### src/rtl/voxel_fetch_arbiter.sv
// rtl/voxel_fetch_arbiter.sv - round-robin arbiter sharing one voxel RAM read port
// Grants one requester per cycle, issues a registered read and routes the word back by ID.
module voxel_fetch_arbiter #(
   parameter int NUM_REQ     = 4,
   parameter int ADDR_W      = 18,
   parameter int DATA_W      = 64,
   parameter int MEM_LATENCY = 2,
   localparam int ID_W       = $clog2(NUM_REQ)
) (
   input  logic                      clk,
   input  logic                      rst_n,
   input  logic [NUM_REQ-1:0]        req_valid,
   input  logic [NUM_REQ*ADDR_W-1:0] req_addr,
   output logic [NUM_REQ-1:0]        req_ready,
   output logic [NUM_REQ-1:0]        rsp_valid,
   output logic [DATA_W-1:0]         rsp_data,
   output logic [ADDR_W-1:0]         mem_addr,
   output logic                      mem_read_en,
   input  logic [DATA_W-1:0]         mem_data,
   input  logic                      hold,
   output logic                      idle
);

   logic [ID_W-1:0]                    rr_ptr_q, rr_ptr_d;
   logic                               mem_read_en_q, mem_read_en_d;
   logic [ADDR_W-1:0]                  mem_addr_q, mem_addr_d;
   logic [ID_W-1:0]                    issue_id_q, issue_id_d;
   logic [MEM_LATENCY-1:0]             pipe_vld_q, pipe_vld_d;
   logic [MEM_LATENCY-1:0][ID_W-1:0]   pipe_id_q, pipe_id_d;
   logic [NUM_REQ-1:0]                 rsp_valid_q, rsp_valid_d;
   logic [DATA_W-1:0]                  rsp_data_q, rsp_data_d;

   logic [NUM_REQ-1:0] grant;
   logic [ID_W-1:0]    win_id;
   logic [ID_W-1:0]    idx;
   logic [ID_W:0]      sum;
   logic               found;
   logic               accept;

   // Search upward from rr_ptr; the first valid requester wins.
   always_comb begin
      found  = 1'b0;
      win_id = '0;
      sum    = '0;
      idx    = '0;
      for (int k = 0; k < NUM_REQ; k++) begin
         sum = {1'b0, rr_ptr_q} + (ID_W+1)'(k);
         if (sum >= (ID_W+1)'(NUM_REQ)) begin
            sum = sum - (ID_W+1)'(NUM_REQ);
         end
         idx = sum[ID_W-1:0];
         if (!found && req_valid[idx]) begin
            found  = 1'b1;
            win_id = idx;
         end
      end
      grant = '0;
      if (found && !hold && rst_n) begin
         grant[win_id] = 1'b1;
      end
   end

   assign accept = |grant;

   always_comb begin
      rr_ptr_d      = rr_ptr_q;
      mem_read_en_d = accept;
      mem_addr_d    = mem_addr_q;
      issue_id_d    = issue_id_q;
      if (accept) begin
         rr_ptr_d   = (win_id == ID_W'(NUM_REQ-1)) ? '0 : win_id + ID_W'(1);
         mem_addr_d = req_addr[win_id*ADDR_W +: ADDR_W];
         issue_id_d = win_id;
      end
   end

   // The ID pipe is entered while the strobe is on the memory bus, so its tail
   // lines up with the cycle in which mem_data is valid.
   always_comb begin
      pipe_vld_d    = '0;
      pipe_id_d     = '0;
      pipe_vld_d[0] = mem_read_en_q;
      pipe_id_d[0]  = issue_id_q;
      for (int k = 1; k < MEM_LATENCY; k++) begin
         pipe_vld_d[k] = pipe_vld_q[k-1];
         pipe_id_d[k]  = pipe_id_q[k-1];
      end
      rsp_valid_d = '0;
      rsp_data_d  = rsp_data_q;
      if (pipe_vld_q[MEM_LATENCY-1]) begin
         rsp_valid_d[pipe_id_q[MEM_LATENCY-1]] = 1'b1;
         rsp_data_d                            = mem_data;
      end
   end

   always_ff @(posedge clk or negedge rst_n) begin
      if (!rst_n) begin
         rr_ptr_q      <= '0;
         mem_read_en_q <= 1'b0;
         mem_addr_q    <= '0;
         issue_id_q    <= '0;
         pipe_vld_q    <= '0;
         pipe_id_q     <= '0;
         rsp_valid_q   <= '0;
         rsp_data_q    <= '0;
      end else begin
         rr_ptr_q      <= rr_ptr_d;
         mem_read_en_q <= mem_read_en_d;
         mem_addr_q    <= mem_addr_d;
         issue_id_q    <= issue_id_d;
         pipe_vld_q    <= pipe_vld_d;
         pipe_id_q     <= pipe_id_d;
         rsp_valid_q   <= rsp_valid_d;
         rsp_data_q    <= rsp_data_d;
      end
   end

   assign req_ready   = grant;
   assign rsp_valid   = rsp_valid_q;
   assign rsp_data    = rsp_data_q;
   assign mem_addr    = mem_addr_q;
   assign mem_read_en = mem_read_en_q;
   assign idle        = !accept && !mem_read_en_q && !(|pipe_vld_q) && !(|rsp_valid_q);

endmodule

### config.mk
export PLATFORM = sky130hd
export DESIGN_NAME = voxel_fetch_arbiter
export DESIGN_NICKNAME = d
export VERILOG_FILES = /design/src/rtl/voxel_fetch_arbiter.sv
export SDC_FILE = /design/constraint.sdc
export NUM_CORES = 1
export LEC_CHECK = 0
export CAP_MARGIN = 25
export CORE_MARGIN = 3
export CORE_UTILIZATION = 42
export CTS_CLUSTER_SIZE = 20
export DETAILED_ROUTE_END_ITERATION = 12
export HOLD_SLACK_MARGIN = 0.06
export PLACE_DENSITY = 0.93
export SLEW_MARGIN = 20
export SYNTH_ARGS = -nofsm -noshare
export SYNTH_HDL_FRONTEND = slang
export SYNTH_SLANG_ARGS = --single-unit
### constraint.sdc
create_clock -name clk -period 6.7 [get_ports clk]
set_clock_uncertainty 0.15 [all_clocks]
set_input_delay 0.67 -clock clk [delete_from_list [all_inputs] [get_ports clk]]
set_output_delay 0.67 -clock clk [all_outputs]
set_load 0.02 [all_outputs]
==> metrics.yaml, run 1 <==
result_of_the_run: "finished clean"
yosys_most_used_dff: "sky130_fd_sc_hd__dfrtp_1"
syn_area_sq_um: 4210
synth_top_area_cell: "sky130_fd_sc_hd__dfrtp_1"
avgViaCountPerCell: 5.05
powerDensity_nw_per_um2: 407
postRouteWirelength_um: 12600
synth_async_sr_flop_share_pct: 100
setup_tns_ns: 0
detailroute.via_count: 3330
count_of_flip_flops_with_a_built_in_enable_after_synthesis: 0
drt_drc_violations_left: 0
final_util_pct: 72.3
drt_first_iter_violations: 95
crit_fanout: 38
antennaDiodeCount: 0
syn_nets: 438
first_global_vias: 3662
timing_worst_setup_path_type: "primary input to output port"
postSynthCellCount: 293
final_hold_viol_count: 0
synth.ff_latch_count: 97
report.power.total_w: 0.00280
synth_top_cells_by_area: "sky130_fd_sc_hd__dfrtp_1 (58%), sky130_fd_sc_hd__mux2_2 (17%), sky130_fd_sc_hd__mux2i_1 (8.6%), sky130_fd_sc_hd__o221ai_2 (3.6%), sky130_fd_sc_hd__nand2_1 (2.1%)"
antenna_found_initial: 0
timing_worst_slew_pin_value_ns: 1.03
final_layout_size_suffix_gt1_share_pct: 18.8
setup_violations: 0
wl_per_cell_um: 19.1
yosys.cell_types.count: 31
half_perimeter_wire_length_after_placement_um: 9840
period_needed_ns: 5.09
cts_htree_levels: 3
timing_max_transition_violations_final: 0
die_area_sq_um: 11300
worst_setup_path_end_kind: "output port"
maximum_number_of_pins_on_one_net_before_global_route_repair: 81
post_synth.cell_area_avg_sq_um: 14.4
clockRootBuffer: "sky130_fd_sc_hd__clkbuf_8"
worst_ep_arrival_time_ns: 4.27
synth_top_cells_by_count: "sky130_fd_sc_hd__dfrtp_1 (97), sky130_fd_sc_hd__mux2_2 (64), sky130_fd_sc_hd__mux2i_1 (36)"
global_route.usage.total_pct: 22.9
drt.antenna.violating_nets: 0
globalRoute.totalOverflow: 0
detailedRoute.firstPassIterationCount: 6
cellLeakagePower_nw: 2.87
yosys.cell_count.top_type: "sky130_fd_sc_hd__dfrtp_1"
min-delay-path-class: "register to register"
num_rows: 35
worstSkewPairLatency_ns: 0.36
synth_top_area_share_pct: 57.6
core_area_sq_um: 9500
synth-seq-area-share_pct: 57.6
gp_congestion: 0.813
peakVddDrop_mv: 0.233
timing.critical_path.required_ns: 5.88
cap_violations: 0
relSlewSlack_pct: 30.9
cts_sinks: 97
io_buffers: 234
cts_tree: "built"
synth_warnings: 0
placedCellCount: 642
cts.clk_slew.worst_paths_ns: 0.09
setup.worst_path.start_class: "primary input"
start_util_pct: 44.3
num_io_pins: 235
areaGrowthSynthToFinish_pct: 63.0
clock_tree_buf_depth: 2
fin_crit_sh_pct: 75.9
numCtsBuffers: 9
die_width_um: 106
fin_cells: 660
die_height_um: 106
unrepaired_setup_endpoints_after_global_routing: "no"
grt_first_pass_wirelength_um: 20000
max_clock_freq_ghz: 0.197
fin_nets: 671
[power by group]
group | total (W) | internal (W) | leakage, nW | switching, W
Clock | 0.000374 | 0.000162 | 0.0989 | 0.000212
Sequential | 0.000988 | 0.000845 | 1.17 | 0.000143
Combinational | 0.00144 | 0.000747 | 1.61 | 0.000689
[layer usage]
metal | part of all wire [%] | wire [um] | global-route usage, %
met1 | 38 | 4830 | 26.1
met2 | 51 | 6460 | 40.2
met3 | 8.9 | 1130 | 9.11
met4 | 1.6 | 208 | 5.92
met5 | 0 | 0 | 0
[cells by family after synthesis]
family	share of synthesized area (%)
buffers and inverters	3.27
AO/OA/AOI/OAI	7.60
adder cells (fa/ha/maj)	0.594
multiplexers	25.9
flip-flops	57.6
AND/OR/NAND/NOR	4.99
[final cells by class]
| type | count | area [sq um] |
|---|---|---|
| well taps | 129 | 161 |
| multi-input cells | 174 | 1660 |
| repair buffers | 239 | 2400 |
| inverters | 5 | 21.3 |
| clock inverters | 5 | 45.0 |
| flip-flops and latches | 97 | 2430 |
| clock buffers | 11 | 151 |
| fillers | 625 | 2640 |
[path summary, 6_finish.rpt]
path	start	endpoint	slack, ns	cells past startpoint
worst max register to register	rr_ptr_q[1]	mem_addr[0]	2.66	9
min in group asynchronous	rst_n	rr_ptr_q[1]	0.55	2
worst min-delay path	pipe_id_d[2]	pipe_id_q[2]	0.21	0
worst min register to register	pipe_id_d[2]	pipe_id_q[2]	0.21	0
max in group asynchronous	rst_n	rsp_data[25]	4.87	4
worst max-delay path	req_valid[1]	idle	1.61	10
[sequential cells by signal, summed over array words and instances (netlist names)]
register	count
rsp_data	64
pipe_id_q	2
mem_addr	18
pipe_vld_q	2
rsp_valid	4
mem_read_en	1
issue_id_q	2
pipe_id_d	2
rr_ptr_q	2
[metrics by stage]
| step | setup slack (ns) | hold WS [ns] | cell area [sq um] |
|---|---|---|---|
| finish | 1.61 | 0.207 | 6870 |
| global route | 1.40 | 0.212 | 6870 |
| CTS | 1.63 | 0.210 | 6840 |
| detailed placement | 1.63 | 0.190 | 6630 |
| global placement | 1.81 | 0.183 | 6630 |
| floorplan | 2.95 | 0.181 | 4210 |
[timing repair]
action,in CTS,in global routing
hold endpoints to repair,17,0
setup buffers,0,0
hold buffers,1,0
gates resized for setup,0,0
endpoints found under the setup margin,0,0
[layout by cell type (no fill, tap or decap), drive strengths merged, types with 2 or more instances in the layout]
cell           count
nor3b              2
clkdlybuf4s50    233
nor2               5
ha                 2
buf                5
and3               2
o21a               3
nor4               2
a21oi              2
dfrtp             97
nand2             24
o221ai            18
and2               2
inv                9
or2                2
clkbuf            11
mux2i             36
mux2              65
[worst max-delay path, stage by stage]
cell                              delay [ns]
sky130_fd_sc_hd__clkdlybuf4s50_1        0.54
sky130_fd_sc_hd__inv_1                  0.08
sky130_fd_sc_hd__a311oi_1               0.53
sky130_fd_sc_hd__or2_1                  0.31
sky130_fd_sc_hd__inv_4                  0.26
sky130_fd_sc_hd__ha_1                   0.37
sky130_fd_sc_hd__o41ai_4                0.36
sky130_fd_sc_hd__buf_4                  0.31
sky130_fd_sc_hd__and3_1                 0.19
sky130_fd_sc_hd__clkdlybuf4s50_1        0.63
Power figures use the tool's default switching activity.
==> run 2: changes to the inputs <==
CORE_UTILIZATION = 39   (was 42)
PLACE_DENSITY = 0.87   (was 0.93)
clock period = 5.27 ns   (was 6.7 ns; I/O delays follow)
==> run 2 against run 1 <==
  * Sequential share of layout area grew 0.19 points
  * Count of clock-buffer cells in the layout grew 1
  * Worst setup slack lost 0.79 ns
  * Power grew 25%
  * Flip-flop and latch count is the same
  * Final cell count grew 0.91%
  * Die area grew 7.2%
  * Register-to-register slack lost 1.3 ns
  * Clock power grew 15%
  * Final area shrank 0.55%
  * Non-clock buffer count is the same
  * Hold slack gained 0.0022 ns
==> metrics.yaml, run 2 (synthesized netlist as in run 1, its figures left out) <==
result_of_the_run: "finished clean"
setup_tns_ns: 0
postRouteWirelength_um: 11100
io_buffers: 234
final_layout_size_suffix_gt1_share_pct: 18.3
unrepaired_setup_endpoints_after_global_routing: "no"
detailroute.via_count: 3277
cells_along_the_critical_path: "clkdlybuf4s50_1 -> nand2_1 -> a311oi_1 -> or2_1 -> inv_4 -> ha_1 -> o41ai_4 -> and3_1 -> clkdlybuf4s50_1"
wl_per_cell_um: 16.7
critical-path-max-stage-delay_ns: 0.61
final_hold_viol_count: 0
mostFrequentLayoutCells: "sky130_fd_sc_hd__clkdlybuf4s50_1 (233), sky130_fd_sc_hd__dfrtp_1 (96), sky130_fd_sc_hd__mux2_2 (64), sky130_fd_sc_hd__mux2i_1 (36), sky130_fd_sc_hd__nand2_1 (24)"
drt.antenna.violating_nets: 0
regToRegSetupSlack_ns: 1.38
setup_violations: 0
placed_area_sq_um: 6650
relSlewSlack_pct: 37.0
finalInstanceArea_sq_um: 6830
timing_worst_slew_pin_value_ns: 0.943
cpMaxStageDelayCell: "sky130_fd_sc_hd__clkdlybuf4s50_1"
detailedRoute.firstPassIterationCount: 4
cts_resized: 0
die_area_sq_um: 12100
cts_sinks: 97
areaGrowthSynthToFinish_pct: 62.1
start_util_pct: 40.4
globalRoute.totalOverflow: 0
global_route.usage.total_pct: 18.6
fin_nets: 671
drt_drc_violations_left: 0
timing_max_transition_violations_final: 0
maximum_number_of_pins_on_one_net_before_global_route_repair: 69
worst_ep_arrival_time_ns: 3.77
clock_tree_buf_depth: 2
timing.critical_path.required_ns: 4.59
gp_congestion: 0.777
timing_worst_setup_path_type: "primary input to output port"
fin_hold_ws_ns: 0.210
cpLargestDelayFamily: "buffers and inverters"
critical_path.most_common_cell: "sky130_fd_sc_hd__clkdlybuf4s50_1"
die_height_um: 110
fin_crit_sh_pct: 84.3
antennaDiodeCount: 0
half_perimeter_wire_length_after_placement_um: 8820
powerDensity_nw_per_um2: 510
worstPathBufferInverterCount: 3
worst_setup_path_end_kind: "output port"
drt_first_iter_violations: 76
grt_first_pass_wirelength_um: 17100
cellLeakagePower_nw: 2.85
min-delay-path-class: "register to register"
cts_htree_levels: 3
setup.worst_path.start_class: "primary input"
num_rows: 37
num_io_pins: 235
first_global_vias: 3513
peakVddDrop_mv: 0.307
core_area_sq_um: 10400
report.power.total_w: 0.00348
max_clock_freq_ghz: 0.225
crit_fanout: 38
period_needed_ns: 4.45
numCtsBuffers: 9
largest_register_ffs: 64
cap_violations: 0
worstSkewPairLatency_ns: 0.36
cts.clk_slew.worst_paths_ns: 0.09
final_common_cell: "sky130_fd_sc_hd__clkdlybuf4s50_1"
fillers: 774
final_util_pct: 65.6
clockRootBuffer: "sky130_fd_sc_hd__clkbuf_8"
antenna_found_initial: 0
cts_tree: "built"
avgViaCountPerCell: 4.92
die_width_um: 110
## run 2: timing repair
action | CTS | global route
hold buffers | 1 | 0
endpoints found under the hold margin | 44 | 0
endpoints found under the setup margin | 0 | 0
buffers inserted | 0 | 0
## run 2: area by class of cell
type | count | area (sq um) | share of cell area (%)
Clock buffer | 12 | 145 | 2.13
Clock inverter | 3 | 25.0 | 0.366
Inverter | 5 | 21.3 | 0.311
Multi-Input combinational cell | 174 | 1660 | 24.3
Sequential cell | 97 | 2430 | 35.6
Tap cell | 136 | 170 | 2.49
Timing Repair Buffer | 239 | 2380 | 34.8
## run 2: layer usage
metal | global-route usage (%) | wire length (um)
met4 | 7.21 | 176
met2 | 33.8 | 5740
met5 | 0 | 0
met3 | 5.52 | 1140
met1 | 20.1 | 4050
## run 2: metrics by stage
step	cells	setup slack, ns
2_1_floorplan	293	1.81
3_3_place_gp	650	0.860
3_5_place_dp	650	0.682
4_1_cts	666	0.809
5_1_grt	666	0.669
6_report	666	0.825
## run 2: power breakdown
group	internal, W	leakage (nW)	switching, W	total (W)
registers	0.00108	1.17	0.000183	0.00126
clock network	0.000186	0.0835	0.000245	0.000431
logic	0.000949	1.60	0.000847	0.00180
total	0.00221	2.85	0.00127	0.00348
## run 2: worst paths after layout
check / start / to / cells after the start
worst min-delay path: pipe_id_d[3] / pipe_id_q[3] / 0
worst min register to register: pipe_id_d[3] / pipe_id_q[3] / 0
worst max register to register: rr_ptr_q[1] / mem_addr[3] / 9
worst max-delay path: req_valid[0] / idle / 9
max in group asynchronous: rst_n / rsp_data[37] / 3
min in group asynchronous: rst_n / rsp_data[10] / 2
